`config.mk`:
```
export PLATFORM = sky130hd
export DESIGN_NAME = texture_rom_arbiter
export DESIGN_NICKNAME = d
export VERILOG_FILES = /design/src/rtl/texture_pkg.sv /design/src/rtl/rr_arbiter.sv /design/src/rtl/texture_rom_arbiter.sv
export SDC_FILE = /design/constraint.sdc
export NUM_CORES = 1
export LEC_CHECK = 0
export CAP_MARGIN = 20
export CORE_UTILIZATION = 40
export CTS_BUF_LIST = sky130_fd_sc_hd__clkbuf_2 sky130_fd_sc_hd__clkbuf_4 sky130_fd_sc_hd__clkbuf_8
export CTS_CLUSTER_DIAMETER = 150
export DETAILED_ROUTE_END_ITERATION = 12
export GPL_ROUTABILITY_DRIVEN = 0
export PLACE_DENSITY = 0.85
export SYNTH_ARGS = -nofsm -noshare
export SYNTH_HDL_FRONTEND = slang
export SYNTH_SLANG_ARGS = --single-unit
export TNS_END_PERCENT = 30
```
`constraint.sdc`:
```
create_clock -name vga_clk -period 3.4 [get_ports vga_clk]
set_clock_uncertainty 0.2 [all_clocks]
set_input_delay 0.85 -clock vga_clk [delete_from_list [all_inputs] [get_ports vga_clk]]
set_output_delay 0.85 -clock vga_clk [all_outputs]
set_load 0.1 [all_outputs]
```
`src/rtl/texture_pkg.sv`:
```
// texture_pkg: texture geometry, palette width and ROM address layout shared by the renderers.
package texture_pkg;
    localparam int TEX_DIM      = 16;
    localparam int TEXEL_W      = $clog2(TEX_DIM);
    localparam int PAL_IDX_W    = 8;
    localparam int TEX_ID_W_DEF = 2;
    typedef struct packed {
        logic [TEX_ID_W_DEF-1:0] tex_id;
        logic [TEXEL_W-1:0]      v;
        logic [TEXEL_W-1:0]      u;
    } tex_addr_t;
endpackage

```
`src/rtl/rr_arbiter.sv`:
```
// rr_arbiter: combinational rotating-priority pick of the first eligible index at or after rr_ptr.
module rr_arbiter #(
    parameter int N  = 4,
    parameter int PW = $clog2(N)
) (
    input  logic [N-1:0]  eligible,
    input  logic [PW-1:0] rr_ptr,
    output logic [N-1:0]  winner,
    output logic          any
);
    // Walk from lowest to highest priority so the closest index to rr_ptr overwrites the rest.
    always_comb begin
        winner = '0;
        for (int k = N - 1; k >= 0; k--)
            winner = eligible[(int'(rr_ptr) + k) % N] ? N'(1) << ((int'(rr_ptr) + k) % N) : winner;
    end
    assign any = |eligible;
endmodule

```
`src/rtl/texture_rom_arbiter.sv`:
```
// texture_rom_arbiter: round-robin sharing of one texture ROM read port with tagged, in-order data return.
module texture_rom_arbiter
    import texture_pkg::*;
#(
    parameter int NUM_REQ  = 4,
    parameter int TEX_ID_W = 2,
    parameter int ROM_LAT  = 1
) (
    input  logic                            vga_clk,
    input  logic                            reset_n,
    input  logic [NUM_REQ-1:0]              req,
    input  logic [NUM_REQ*TEX_ID_W-1:0]     tex_id,
    input  logic [NUM_REQ*TEXEL_W-1:0]      tex_u,
    input  logic [NUM_REQ*TEXEL_W-1:0]      tex_v,
    output logic [NUM_REQ-1:0]              gnt,
    output logic [TEX_ID_W+2*TEXEL_W-1:0]   rom_address,
    input  logic [PAL_IDX_W-1:0]            rom_q,
    output logic [NUM_REQ-1:0]              rvalid,
    output logic [PAL_IDX_W-1:0]            rdata,
    output logic                            busy
);
    localparam int PW = $clog2(NUM_REQ);
    logic [NUM_REQ-1:0] eligible, winner;
    logic               any;
    logic [PW-1:0]      rr_ptr, win_idx;
    logic [ROM_LAT-1:0] tag_v;
    logic [PW-1:0]      tag_id [ROM_LAT];
    // A client granted last cycle is masked so it cannot hog the port while it updates its request.
    assign eligible = req & ~gnt;
    rr_arbiter #(.N(NUM_REQ), .PW(PW)) u_arb (
        .eligible(eligible),
        .rr_ptr  (rr_ptr),
        .winner  (winner),
        .any     (any)
    );
    always_comb begin
        win_idx = '0;
        for (int i = 0; i < NUM_REQ; i++)
            win_idx = winner[i] ? PW'(i) : win_idx;
    end
    always_ff @(posedge vga_clk or negedge reset_n) begin
        if (!reset_n) begin
            gnt         <= '0;
            rom_address <= '0;
            rr_ptr      <= '0;
            tag_v       <= '0;
            for (int i = 0; i < ROM_LAT; i++) tag_id[i] <= '0;
            rvalid      <= '0;
            rdata       <= '0;
        end else begin
            gnt       <= winner;
            tag_v[0]  <= any;
            tag_id[0] <= win_idx;
            for (int i = 1; i < ROM_LAT; i++) begin
                tag_v[i]  <= tag_v[i-1];
                tag_id[i] <= tag_id[i-1];
            end
            if (any) begin
                rom_address <= {tex_id[win_idx*TEX_ID_W +: TEX_ID_W],
                                tex_v[win_idx*TEXEL_W +: TEXEL_W],
                                tex_u[win_idx*TEXEL_W +: TEXEL_W]};
                rr_ptr      <= (win_idx == PW'(NUM_REQ - 1)) ? '0 : win_idx + 1'b1;
            end
            // Untagged ROM reads still happen every cycle; only tagged ones reach a client.
            rvalid <= tag_v[ROM_LAT-1] ? NUM_REQ'(1) << tag_id[ROM_LAT-1] : '0;
            if (tag_v[ROM_LAT-1]) rdata <= rom_q;
        end
    end
    assign busy = |gnt | |tag_v | |rvalid;
endmodule

```
======== Yosys cells after proc, flatten, opt, wreduce, memory -nomap -nowiden ========
Cells that the tools add are included.
Widths: inputs -> output; s select.
word-level totals
  bits in registers ....................... 31
  input bits .............................. 54
  output and inout port bits .............. 27
  logic and storage cells ................. 57
operators by class
  reduce and logical (&&, ||, !) cells .... 6
  $lt $le $gt $ge ......................... 4
  eq/ne operators ......................... 1
  multiplexer cells ....................... 20
  add/subtract/negate cells ............... 4
  bitwise gates (word level) .............. 7
  shift operators ......................... 8
operators by type and width
  cell                  count
  $shl 1x32->4 const A  3
  $shiftx 16x5->4       2
  $mux 4                5
  $lt 3x4->1 const B    3
  $reduce_or 4->1       3
  $bmux 1 s2            4
  $mux 1                8
  $shiftx 8x4->2        1
  $shl 1x2->4 const A   2
  $mux 2                3
  $reduce_or 2->1       3
  $add 2x1->2 const B   2
  $add 2x2->2 const B   2
  $and 4x4->4           1
  $not 4->4             1
  $and 1x1->1 const A   3
  $lt 2x3->1 const B    1
  $eq 2x2->1 const B    1
  $or 1x1->1            2

======== Logic depth before layout (Yosys ltp) ========
  depth in word-level cells ............... 15
  gate-level depth with buffers ........... 9
  mapped depth without buffers ............ 8

======== Cells and area by module ========
From an unflattened synthesis, not the netlist that was laid out.
unflattened totals
  cell total of the unflattened synthesis .. 179
  area total of the unflattened synthesis .. 1,868.0 um^2
by module, submodules not included
  module               sequential area each (um^2)  times used  area each (um^2)  cells each
  texture_rom_arbiter  775.7                        1           1,446.4           131
  rr_arbiter           0.0                          1           421.7             48

======== Worst setup path before layout ========
Ideal clock, no wire load.
  path kind ............................... reg2reg
  start ................................... register gnt[1]
  end ..................................... register rom_address[0]
  path buffers ............................ 1
  library setup time ...................... 0.136 ns
  clock period less this slack ............ 3.265 ns
  data required time ...................... 3.064 ns
  stages on the path, launching flop included .. 8
  arrival ................................. 2.929 ns
  path slack .............................. 0.135 ns
  cells stage by stage .................... dfrtp_1 > and4b_4 > or4_4 > a211o_1 > o211ai_1 > buf_2 > mux2i_1 > o211ai_2
between the ends
  longest elaborated chain between the ends .. 13
  elaborated cells between the ends (all ways) .. 22
  classes of those cells .................. 1 x shift; 18 x mux; 2 x bitwise; 1 x reduce/logical
RTL lines
  item                                        line                       source
  start: declaration                          texture_rom_arbiter.sv:15  output logic [NUM_REQ-1:0] gnt,
  start signal: assignment                    texture_rom_arbiter.sv:51  gnt <= winner;
  $not 4->4 *                                 texture_rom_arbiter.sv:29  assign eligible = req & ~gnt;
  $and 4x4->4 *                               texture_rom_arbiter.sv:29
  $bmux 1 s2                                  rr_arbiter.sv:15           winner = eligible[(int'(rr_ptr) + k) % N] ? N'(1) << ((int'(rr_ptr) + k) % N) : winner;
  $mux 1 (implied by the code) (2 in series)  rr_arbiter.sv:15
  $mux 4 (4 in series)                        rr_arbiter.sv:15
  $mux 1                                      texture_rom_arbiter.sv:39  win_idx = winner[i] ? PW'(i) : win_idx;
  $mux 2 (2 in series)                        texture_rom_arbiter.sv:39
  $shiftx 16x5->4                             texture_rom_arbiter.sv:61  tex_u[win_idx*TEXEL_W +: TEXEL_W]};
  end signal: assignment                      texture_rom_arbiter.sv:59  rom_address <= {tex_id[win_idx*TEX_ID_W +: TEX_ID_W],
  end: declaration                            texture_rom_arbiter.sv:16  output logic [TEX_ID_W+2*TEXEL_W-1:0] rom_address,
Every way passes the cells marked *; elsewhere a longest branch is shown, timed or not. The select of a mux whose other input is x is not followed.
A chain may end at the register's enable or synchronous reset.

======== Worst setup path in the final report ========
  start ................................... input req[1]
  end ..................................... register rom_address[1]
between the ends
  longest elaborated chain between the ends .. 12
  elaborated cells between the ends (all ways) .. 21
  classes of those cells .................. 1 x shift; 18 x mux; 1 x bitwise; 1 x reduce/logical
RTL lines
  item                                        line                       source
  start: declaration                          texture_rom_arbiter.sv:11  input logic [NUM_REQ-1:0] req,
  $and 4x4->4 *                               texture_rom_arbiter.sv:29
  $bmux 1 s2                                  rr_arbiter.sv:15
  $mux 1 (implied by the code) (2 in series)  rr_arbiter.sv:15
  $mux 4 (4 in series)                        rr_arbiter.sv:15
  $mux 1                                      texture_rom_arbiter.sv:39
  $mux 2 (2 in series)                        texture_rom_arbiter.sv:39
  $shiftx 16x5->4                             texture_rom_arbiter.sv:61
Marks and branches as above.

==> results.sh <==
export IMPL_syn_nets=221
export IMPL_placed_cells=298
export IMPL_synth_top_area_cell="dfrtp_1"
export IMPL_synth_area_leaders="dfrtp_1 43%, o211ai_2 6.9%, ha_1 5.5%"
export IMPL_cts_sinks=31
export IMPL_synthSimpleGateAreaFrac_pct=16.7
export IMPL_synth_seq_cells=31
export IMPL_yosys_area_share_adder_pct=5.51
export IMPL_slew_headroom_pct=53.7
export IMPL_vias=1665
export IMPL_first_pass_iters=4
export IMPL_cts_root_buf="clkbuf_8"
export IMPL_synth_compound_area_share_pct=15.8
export IMPL_clkTransAtPathRegs_ps=70
export IMPL_cp_start_kind="primary input"
export IMPL_yosys_warnings=0
export IMPL_status="finished clean"
export IMPL_final_hold_violation_count=0
export IMPL_synth_top_area_share_pct=42.7
export IMPL_setup_viol=0
export IMPL_via_per_inst=5.44
export IMPL_ff2ff_path_depth=8
export IMPL_async_reset_ff_share_pct=100
export IMPL_synth_top_family_by_area="simple AND/OR/NAND/NOR gates"
export IMPL_final_nets=315
export IMPL_synth_main_ff_cell="dfrtp_1"
export IMPL_synthMostInstantiatedCell="dfrtp_1"
export IMPL_ys_seq_area_share_pct=42.7
export IMPL_r2r_end="rom_address[1]"
export IMPL_min_path_type="register to register"
export IMPL_avgSynthCellArea_um2=11.4
export IMPL_end_kind="register"
export IMPL_cp_cell_sequence="clkdlybuf4s50_1, and4b_4, or4_4, a211o_1, o211a_1, or3_1, buf_6, o211ai_2"
export IMPL_grtUsageTotal_pct=21.3
export IMPL_cp_max_fo=10
export IMPL_wire_per_inst_um=15.7
export IMPL_fp_dieW_um=69.4
export IMPL_cp_arrival_ps=3320
export IMPL_die_h_um=69.4
export IMPL_yosysUniqueCellTypes=37
export IMPL_antenna_found_initial=0
export IMPL_cts_setup_buffers=0
export IMPL_fmax_mhz=301
export IMPL_grt_pass1_vias=1665
export IMPL_clock_path_buffers=2
export IMPL_cts_htree_levels=2
export IMPL_crit_type="primary input to register"
export IMPL_hpwl_um=3470
export IMPL_worstSetupStartpoint="req[1]"
export IMPL_row_count=24
export IMPL_synth_mux_area_share_pct=15.4
export IMPL_max_stage_delay_ps=560
export IMPL_die_area_mm2=0.00482
export IMPL_antennaDiodeCount=0
export IMPL_drtAntennaViolNets=0
export IMPL_crit_required_ps=3400
export IMPL_finalCriticalPeriod_ps=3320
export IMPL_synth_enable_flop_cells=0
export IMPL_numCtsBuffers=5
export IMPL_tightest_slew_ps=689
export IMPL_syn_area_mm2=0.00182
export IMPL_endpoint="rom_address[1]"
export IMPL_fin_crit_sh_pct=97.6
export IMPL_drv_cap=0
export IMPL_final_cell_count_no_fill=306
export IMPL_start_util_pct=41.7
export IMPL_grt_overflow_total=0
export IMPL_area_growth_syn_to_layout_pct=55.9
export IMPL_drv_slew=0
export IMPL_rrSetupSlack_ps=440
export IMPL_drive_gt1_share_pct=31.9
export IMPL_r2r_start="rr_ptr[1]"
export IMPL_grt_pass1_wl_um=8090
export IMPL_synth_common_cells="31 x dfrtp_1, 10 x a22oi_1, 10 x mux2i_1, 10 x nand4_1, 10 x o211ai_2"
export IMPL_netlist_instances=159
export IMPL_port_buffers=80
export IMPL_rsz0062_at_grt="no"
export IMPL_fp_coreArea_mm2=0.00435
export IMPL_drtIter0Drc=96
export IMPL_cts_tree="done"
export IMPL_routed_wl_um=4820
export IMPL_drcViolationCount=0
export IMPL_crit_path_top_delay_cell="or4_4"
export IMPL_synth_xor_area_share_pct=0
export IMPL_insertion_delay_ps=280
export IMPL_grt_max_degree=32
export IMPL_io_pins=81
[stage by stage]
| stage | area, um^2 | hold slack, ps | util (%) | setup TNS, ps | worst slack, ps |
|---|---|---|---|---|---|
| floorplan | 1820 | 235 | - | 0 | 135 |
| global placement | 2710 | 251 | 62.3 | -981 | -101 |
| detailed placement | 2710 | 265 | 62.3 | -1630 | -173 |
| CTS | 2820 | 275 | 64.9 | 0 | 75.0 |
| global route | 2830 | 313 | 65.1 | 0 | 2.92 |
| finish | 2830 | 275 | 65.1 | 0 | 82.7 |
[worst min-delay path by stage]
stage / startpoint / end / slack (ps) / cells past startpoint
after detailed placement: tag_id[0] / rvalid[2] / 270 / 1
after global placement: tag_id[0] / rvalid[2] / 250 / 1
after floorplan: tag_id[0] / rvalid[2] / 240 / 1
after CTS: tag_id[0] / rvalid[2] / 270 / 1
final: tag_id[0] / rvalid[2] / 270 / 1
after global routing: tag_id[0] / rvalid[2] / 310 / 1
[final cells by class]
type | count | area, um^2
clock buffers | 5 | 68.8
fillers | 312 | 1520
well taps | 52 | 65.1
repair buffers | 96 | 870
flip-flops and latches | 31 | 776
multi-input cells | 112 | 983
clock inverters | 3 | 43.8
inverters | 7 | 26.3
[kinds of logic after synthesis]
logic type      count (synthesis)
compound gates                 33
mux                            22
buf+inv                        16
fa+ha+maj                       8
simple gates                   49
flops                          31
[sequential cells by signal (all words and copies together), names as in the netlist]
name / flops
rr_ptr: 2
gnt: 4
rdata: 8
tag_id: 2
tag_v: 1
rom_address: 10
rvalid: 4
[metal layers]
| layer | GRT usage [%] | vias to the layer above | share of wire [%] |
|---|---|---|---|
| li1 | - | 794 | - |
| met1 | 29.5 | 789 | 46 |
| met2 | 32.4 | 73 | 46 |
| met3 | 5.38 | 9 | 6.0 |
| met4 | 7.26 | 0 | 1.8 |
| met5 | 0 | - | 0 |
[placed cells by master (no fill, tap or decap), types with 5 or more instances in the layout]
cell type	n
nand2_1	5
a22oi_1	10
mux2_2	8
dfrtp_1	31
o211ai_2	10
mux2i_1	10
buf_4	41
clkbuf_8	5
clkdlybuf4s50_1	53
nand4_1	10
ha_1	8
nand2b_1	5
[worst max-delay path: cells and delay by family]
family,cells,cell delay (ps)
AOI/OAI and AO/OA,3,710
and+or+nand+nor,3,1160
buffers and inverters,2,620
[timing repair]
item / 4_1_cts / 5_1_grt
endpoints found under the setup margin: 0 / 10
gates resized for setup: 0 / 2
endpoints found under the hold margin: 0 / 0
hold buffers: 0 / 0
Power is not shown: default switching activity piles up to over one toggle a cycle in this logic, so the estimate is an artifact.
